<file path="config.mk">
export PLATFORM = sky130hd
export DESIGN_NAME = traffic_car_sensor
export DESIGN_NICKNAME = d
export VERILOG_FILES = /design/src/rtl/traffic_car_sensor_pkg.sv /design/src/rtl/traffic_car_sensor_channel.sv /design/src/rtl/traffic_car_sensor.sv
export SDC_FILE = /design/constraint.sdc
export NUM_CORES = 1
export LEC_CHECK = 0
export BUFFER_PORTS_ARGS = -buffer_cell sky130_fd_sc_hd__buf_4
export CAP_MARGIN = 20
export CORE_MARGIN = 2
export CORE_UTILIZATION = 56
export DETAILED_ROUTE_END_ITERATION = 7
export GPL_ROUTABILITY_DRIVEN = 0
export GPL_TIMING_DRIVEN = 0
export PLACE_DENSITY = 0.77
export SLEW_MARGIN = 40
export SYNTH_ARGS = -nofsm -noshare
export SYNTH_HDL_FRONTEND = slang
export SYNTH_SLANG_ARGS = --single-unit
</file>
<file path="constraint.sdc">
create_clock -name clock -period 2.1 [get_ports clock]
set_clock_uncertainty 0.05 [all_clocks]
set_input_delay 0 -clock clock [delete_from_list [all_inputs] [get_ports clock]]
set_output_delay 0 -clock clock [all_outputs]
set_load 0.005 [all_outputs]
</file>
<file path="src/rtl/traffic_car_sensor_pkg.sv">
// Shared state encoding and sizing helper for the car-sensor channels.
package traffic_car_sensor_pkg;

  typedef enum logic [1:0] {
    ST_IDLE  = 2'd0,
    ST_WAIT  = 2'd1,
    ST_SERVE = 2'd2
  } chan_state_e;

  // Bits needed to hold values 0..max_val (max_val >= 1).
  function automatic int cnt_width(input int max_val);
    return (max_val < 1) ? 1 : $clog2(max_val + 1);
  endfunction

endpackage

</file>
<file path="src/rtl/traffic_car_sensor_channel.sv">
// One detector channel: synchroniser, debounce, request FSM with single-deep
// pending car, and wrapping served counter.
module traffic_car_sensor_channel
  import traffic_car_sensor_pkg::*;
#(
  parameter int DEBOUNCE_CYCLES = 4,
  parameter int MIN_GREEN       = 8,
  parameter int CNT_W           = 8
) (
  input  logic             clock,
  input  logic             reset_n,
  input  logic             det_raw,
  input  logic             lite,
  output logic             car,
  output logic             served,
  output logic [CNT_W-1:0] count
);

  localparam int DW = cnt_width(DEBOUNCE_CYCLES);
  localparam int GW = cnt_width(MIN_GREEN);
  localparam logic [DW-1:0] DEB_MAX    = DW'(DEBOUNCE_CYCLES);
  localparam logic [DW-1:0] DEB_LAST   = DW'(DEBOUNCE_CYCLES - 1);
  localparam logic [GW-1:0] GREEN_LAST = GW'(MIN_GREEN - 1);

  logic             sync1_q, sync2_q;
  logic [DW-1:0]    deb_cnt_q, deb_cnt_d;
  logic             det_q, det_d;
  chan_state_e      state_q, state_d;
  logic             pend_q, pend_d;
  logic [GW-1:0]    gcnt_q, gcnt_d;
  logic             served_q, served_d;
  logic [CNT_W-1:0] count_q, count_d;
  logic             retire;

  always_ff @(posedge clock or negedge reset_n) begin
    if (!reset_n) begin
      sync1_q   <= 1'b0;
      sync2_q   <= 1'b0;
      deb_cnt_q <= '0;
      det_q     <= 1'b0;
      pend_q    <= 1'b0;
      gcnt_q    <= '0;
      served_q  <= 1'b0;
      count_q   <= '0;
    end else begin
      sync1_q   <= det_raw;
      sync2_q   <= sync1_q;
      deb_cnt_q <= deb_cnt_d;
      det_q     <= det_d;
      pend_q    <= pend_d;
      gcnt_q    <= gcnt_d;
      served_q  <= served_d;
      count_q   <= count_d;
    end
  end

  // Counter saturates so a stuck-high detector produces only one det pulse.
  always_comb begin
    deb_cnt_d = deb_cnt_q;
    if (!sync2_q) begin
      deb_cnt_d = '0;
    end else if (deb_cnt_q != DEB_MAX) begin
      deb_cnt_d = deb_cnt_q + DW'(1);
    end
    det_d = sync2_q && (deb_cnt_q == DEB_LAST);
  end

  assign retire = (state_q == ST_SERVE) && lite && (gcnt_q >= GREEN_LAST);

  always_ff @(posedge clock or negedge reset_n) begin
    if (!reset_n) begin
      state_q <= ST_IDLE;
    end else begin
      state_q <= state_d;
    end
  end

  always_comb begin
    state_d = state_q;
    case (state_q)
      ST_IDLE:  if (det_q) state_d = ST_WAIT;
      ST_WAIT:  if (lite) state_d = ST_SERVE;
      ST_SERVE: begin
        if (retire) begin
          state_d = (pend_q || det_q) ? ST_WAIT : ST_IDLE;
        end else if (!lite) begin
          state_d = ST_WAIT;
        end
      end
      default:  state_d = ST_IDLE;
    endcase
  end

  always_comb begin
    gcnt_d   = gcnt_q;
    pend_d   = pend_q;
    served_d = 1'b0;
    count_d  = count_q;
    case (state_q)
      ST_WAIT: if (lite) gcnt_d = GW'(1);
      ST_SERVE: begin
        if (retire) begin
          gcnt_d   = '0;
          pend_d   = 1'b0;
          served_d = 1'b1;
          count_d  = count_q + CNT_W'(1);
        end else begin
          // A partial green is discarded; the car keeps waiting.
          gcnt_d = lite ? gcnt_q + GW'(1) : '0;
          if (det_q) pend_d = 1'b1;
        end
      end
      default: begin
        gcnt_d = '0;
        pend_d = 1'b0;
      end
    endcase
  end

  always_comb begin
    car    = (state_q != ST_IDLE);
    served = served_q;
    count  = count_q;
  end

endmodule

</file>
<file path="src/rtl/traffic_car_sensor.sv">
// Two independent car-sensor channels (EW, NS) plus the sticky light-conflict flag.
module traffic_car_sensor
  import traffic_car_sensor_pkg::*;
#(
  parameter int DEBOUNCE_CYCLES = 4,
  parameter int MIN_GREEN       = 8,
  parameter int CNT_W           = 8
) (
  input  logic             clock,
  input  logic             reset_n,
  input  logic             ew_det_raw,
  input  logic             ns_det_raw,
  input  logic             EWLite,
  input  logic             NSLite,
  output logic             EWCar,
  output logic             NSCar,
  output logic             ew_served,
  output logic             ns_served,
  output logic [CNT_W-1:0] ew_count,
  output logic [CNT_W-1:0] ns_count,
  output logic             lite_err
);

  logic [1:0]       raw_vec, lite_vec, car_vec, served_vec;
  logic [CNT_W-1:0] count_arr [2];
  logic             lite_err_q, lite_err_d;

  assign raw_vec  = {ns_det_raw, ew_det_raw};
  assign lite_vec = {NSLite, EWLite};

  // Index 0 is EW, index 1 is NS.
  generate
    for (genvar gi = 0; gi < 2; gi++) begin : g_chan
      traffic_car_sensor_channel #(
        .DEBOUNCE_CYCLES(DEBOUNCE_CYCLES),
        .MIN_GREEN      (MIN_GREEN),
        .CNT_W          (CNT_W)
      ) u_chan (
        .clock  (clock),
        .reset_n(reset_n),
        .det_raw(raw_vec[gi]),
        .lite   (lite_vec[gi]),
        .car    (car_vec[gi]),
        .served (served_vec[gi]),
        .count  (count_arr[gi])
      );
    end
  endgenerate

  always_comb begin
    lite_err_d = lite_err_q | (EWLite == NSLite);
  end

  always_ff @(posedge clock or negedge reset_n) begin
    if (!reset_n) begin
      lite_err_q <= 1'b0;
    end else begin
      lite_err_q <= lite_err_d;
    end
  end

  assign EWCar     = car_vec[0];
  assign NSCar     = car_vec[1];
  assign ew_served = served_vec[0];
  assign ns_served = served_vec[1];
  assign ew_count  = count_arr[0];
  assign ns_count  = count_arr[1];
  assign lite_err  = lite_err_q;

endmodule

</file>
; ---- Yosys cells after proc, flatten, opt, wreduce, memory -nomap -nowiden
; Index checks and enable logic that the tools add are counted.
[classes]
add_sub_neg = 6
n_bitwise = 3
order_cmp = 2
mux = 34
n_reduce_logical = 18
n_eq_ne = 19
[ops]
columns = op, n
row1 = $mux W4, 6
row2 = $add A8 B1 Y8 const B, 2
row3 = $mux W2, 8
row4 = $pmux W4 S2, 2
row5 = $mux W3, 4
row6 = $pmux W2 S3, 2
row7 = $mux W1, 10
row8 = $add A4 B1 Y4 const B, 2
row9 = $ge A4 B3 Y1 const B, 2
row10 = $ne A2 B2 Y1 const B, 4
row11 = $reduce_and A2 Y1, 4
row12 = $add A3 B1 Y3 const B, 2
row13 = $eq A3 B2 Y1 const B, 2
row14 = $logic_and A1 B1 Y1, 6
row15 = $ne A3 B1 Y1 const B, 2
row16 = $ne A3 B2 Y1 const B, 2
row17 = $ne A3 B3 Y1 const B, 2
row18 = $reduce_and A3 Y1, 2
row19 = $eq A2 B1 Y1 const B, 2
row20 = $eq A2 B2 Y1 const B, 2
row21 = $logic_not A2 Y1, 2
row22 = $ne A2 B1 Y1 const B, 2
row23 = $pmux W1 S2, 2
row24 = $reduce_bool A2 Y1, 2
row25 = 4 further kinds, 6
[word_totals]
elab_cells = 101
out_inout_bits = 21
reg_bits = 45

; ---- Longest topological paths before layout
[logic_depth]
word_depth = 5
mapped_depth = 5
ltp_nobuf = 5

; ---- Modules after synthesis
; From an unflattened synthesis, not the netlist that was laid out.
[unflattened]
cells_unflattened = 190
area_unflattened_um2 = 2205.9
[modules_own_cells]
columns = module, cells_each, n_inst, area_per_inst_um2
row1 = traffic_car_sensor_channel at g_chan[1].u_chan, 94, 1, 1093.5
row2 = traffic_car_sensor_channel at g_chan[0].u_chan, 93, 1, 1072.3
row3 = traffic_car_sensor, 3, 1, 40.0

; ---- Worst setup path after synthesis
; No wires, ideal clock.
[synth_timing]
path_type = reg-to-reg
from = register g_chan[1].u_chan.gcnt_q[0]
to = register g_chan[1].u_chan.state_q[0]
setup_slack_ps = 556
path_stages_with_launch = 5
arrival_time_ps = 1370
path_buffers = 0
setup_ps = 125
synth_period_minus_slack_ps = 1544
cell_sequence = dfrtp_1 > ha_1 > a21o_1 > o221ai_2 > mux2_2
[synth_between]
elab_chain_cells = 4
elab_cells_between_ends = 6
[synth_lines]
columns = element, line_no
row1 = from (decl), traffic_car_sensor_channel.sv:30  ; logic [GW-1:0] gcnt_q, gcnt_d;
row2 = from (signal assigned), traffic_car_sensor_channel.sv:51  ; gcnt_q <= gcnt_d;
row3 = $ge A4 B3 Y1 (*), traffic_car_sensor_channel.sv:68  ; assign retire = (state_q == ST_SERVE) && lite && (gcnt_q >= GREEN_LAST);
row4 = $logic_and A1 B1 Y1 (*), traffic_car_sensor_channel.sv:68
row5 = $ne A3 B2 Y1 (no source line) / $mux W2 (equally long branches), n/a
row6 = $reduce_and A3 Y1 (no source line) / $pmux W2 S3 (equally long branches), n/a
row7 = to (signal assigned), traffic_car_sensor_channel.sv:74  ; state_q <= state_d;
row8 = to (decl), traffic_car_sensor_channel.sv:28  ; chan_state_e state_q, state_d;
; Mark *: on every way between the ends. The rest lies on a longest branch, timed or not.
; A chain may end at the register's enable or synchronous reset.

; ---- Worst setup path in the final report
[layout_timing]
from = register g_chan[1].u_chan.state_q[0]
to = register g_chan[1].u_chan.state_q[0]
[layout_between]
elab_chain_cells = 5
elab_cells_between_ends = 11
[layout_lines]
columns = element, line_no
row1 = $eq A2 B2 Y1, "traffic_car_sensor_channel.sv:68, traffic_car_sensor_channel.sv:80"
row2 = $logic_and A1 B1 Y1 (2 in series), traffic_car_sensor_channel.sv:68
row3 = $ne A3 B2 Y1 (no source line) / $mux W2 (equally long branches), n/a
row4 = $reduce_and A3 Y1 (no source line) / $pmux W2 S3 (equally long branches), n/a
; Several ways; a longest one is shown, not always the timed one.

==> out/results.ini <==
[status]
status=finished clean

[worst_setup_path]
r2r_slack_ps=370
cp_max_fo=7
crit_arrival_ps=1860
worstSetupPathType=register to register
start_kind=register
startpoint=g_chan[1].u_chan.state_q[0]$_DFFE_PN0P_
path_cells=inv_1 -> ha_1 -> nand2_1 -> o221ai_2 -> mux2_2
critPathSlowestCell=dfrtp_1
required_ps=2230
max_stage_delay_ps=430
crit_family=flip-flops
cp_num_buf_inv=1
r2r_start=g_chan[1].u_chan.state_q[0]$_DFFE_PN0P_
end_kind=register

[run]
drv_cap=0

[hold_path]
min_path_type=primary input to register
hp-start=NSLite

[floorplanning]
die_w_um=66.7
start_util_pct=59.3
rows=22
die_area_mm2=0.00445
core_area_mm2=0.00372
boundaryPins=27
die_h_um=66.7

[synth]
synth_cells=190
synth.distinct_cells=33
synth_area_per_cell_um2=11.6
synth_warnings=0
synth_seq_cells=45
synth_nets=215
seq_area_frac_synth_pct=51.1
synth_area_leaders=dfrtp_1 (51%), ha_1 (11%), xor2_1 (6.0%)
synth_top_area_share_pct=51.1
synth_top_area_cell=dfrtp_1
netlist_area_mm2=0.00220

[sta]
rsz0062_at_grt=no
drv_slew=0
min_period_ps=1730
fin_crit_sh_pct=82.6
worstMarginPinSlew_ps=545
setup_ws_ps=365
hold_viol=0
max_freq_mhz=576
fin_setup_tns_ps=0
finalSetupViolations=0
relSlewSlack_pct=63.7

[routing]
drtIter0Drc=81
vias=1503
vias_per_cell=5.49
drc=0
wl_per_cell_um=13.5
wl_mm=3.71
final_antenna_net_count=0
drt_first_pass_iters=4

[clock_network]
cts_buffers=5
cts_setup_buffers=0
cts_hold_buf=4
cts.htree.levels=2
cts_root_buf=clkbuf_8
cts_tree=built
cts_max_path_buffers=2
clkTransAtPathRegs_ps=80
cts_resized=0
worstSkewPairLatency_ps=280
cts_sinks=45

[placement]
port_buffers=24
post-place-ws_ps=358
dp_cells=262
dpl-instance-area_mm2=0.00244
dp_hpwl_mm=2.80

[power_and_ir_drop]
p_switching_uw=799
p_leak_nw=1.32
internal-power_mw=1.60
swShare_pct=33.4
seq_power_share_pct=46.0
p_per_area_mw_per_mm2=932
p_clk_share_pct=20.7
pwr-share-comb_pct=33.3
peakVddDrop_v=0.000469

[layout]
final_area_mm2=0.00257
drive_above_1_share_pct=22.1
area_growth_pct=16.5
diodes=0
layout_commonest_cell=dfrtp_1
final_nets=250
final_cell_mix=dfrtp_1 (45), buf_4 (26), inv_1 (22)
final_cells=274
fillers=274

[global_route]
globalRoute.totalOverflow=0
grt_max_degree=46
antenna_found_initial=0
first_global_vias=1527
track_usage_pct=19.7
grt_pass1_wl_mm=6.62

==> per-stage QoR <==
| step | utilization, % | hold WS, ps | total power, mW |
|---|---|---|---|
| 2_1_floorplan | - | -346 | 1.69 |
| 3_3_place_gp | 65.8 | -34.1 | 1.83 |
| 4_1_cts | 69.1 | 1.91 | 2.42 |
| 3_5_place_dp | 65.8 | -21.6 | 1.91 |
| 6_report | 69.1 | 1.29 | 2.39 |
| 5_1_grt | 69.1 | 3.33 | 2.59 |
==> synth_stat cells, drive strengths merged <==
master,n
dfrtp,45
inv,22
ha,19
xor2,15
a21oi,11
nand2,10
nor3,8
nand3,7
mux2,6
nand4,6
a21boi,4
and2,4
a31oi,3
nand2b,3
nor2,3
o22ai,3
a21o,2
buf,2
nor3b,2
nor4b,2
o21ai,2
o21bai,2
o221ai,2
xnor2,2
a41oi,1
mux2i,1
nor4,1
o31ai,1
o32ai,1
==> cell type report <==
class                      instances  area (um^2)  share of cell area [%]
inverter                          22         82.6                    3.22
timing repair buffer              28          220                    8.58
clock buffer                       6         72.6                    2.83
sequential                        45         1130                    43.9
multi-input combinational        121          981                    38.2
tap                               48         60.1                    2.34
clock inverter                     2         10.0                   0.390
buffer                             2         15.0                   0.585
==> per-layer routing <==
metal | wire (um) | share of wire (%) | up-vias | GRT usage [%]
met2 | 1930 | 52 | 31 | 35.8
met4 | 32 | 0.86 | 0 | 5.87
met1 | 1600 | 43 | 744 | 22.8
li1 | - | - | 724 | -
met5 | 0 | 0 | - | 0
met3 | 150 | 4.0 | 4 | 5.07
==> sequential cells by signal, summed over array words and instances (netlist names) <==
signal                   cells
g_chan.u_chan.gcnt_q         8
g_chan.u_chan.count         16
g_chan.u_chan.sync2_q        2
lite_err                     1
g_chan.u_chan.pend_q         2
g_chan.u_chan.sync1_q        2
g_chan.u_chan.det_q          2
g_chan.u_chan.served         2
g_chan.u_chan.deb_cnt_q      6
g_chan.u_chan.state_q        4
==> worst min-delay path, cell delays in order <==
cell and delay (ps):
buf_4 150, xor2_1 80, nand2b_1 60
==> power groups by stage <==
stage          clock, mW  sequential [mW]  combinational, mW
2_1_floorplan          0             1.09              0.605
3_3_place_gp           0             1.10              0.725
3_5_place_dp           0             1.12              0.795
4_1_cts            0.508             1.10              0.808
5_1_grt            0.544             1.12              0.924
6_report           0.495             1.10              0.798
==> cell families after synthesis <==
family / synth area share [%]
AND/OR/NAND/NOR: 12.5
adder cells (fa/ha/maj): 10.8
buffers and inverters: 4.43
flip-flops: 51.1
AO/OA/AOI/OAI: 10.9
multiplexers: 3.52
XOR/XNOR: 6.75
==> final timing paths <==
check / to / depth (start not counted)
worst max-delay path: g_chan[1].u_chan.state_q[0]$_DFFE_PN0P_ / 5
max in group asynchronous: g_chan[0].u_chan.count[6]$_DFFE_PN0P_ / 2
worst min register to register: g_chan[1].u_chan.sync2_q$_DFF_PN0_ / 0
worst min-delay path: lite_err$_DFF_PN0_ / 3
min in group asynchronous: g_chan[1].u_chan.state_q[0]$_DFFE_PN0P_ / 2
worst max register to register: g_chan[1].u_chan.state_q[0]$_DFFE_PN0P_ / 5
No activity file was read; power rests on OpenSTA's default activity.
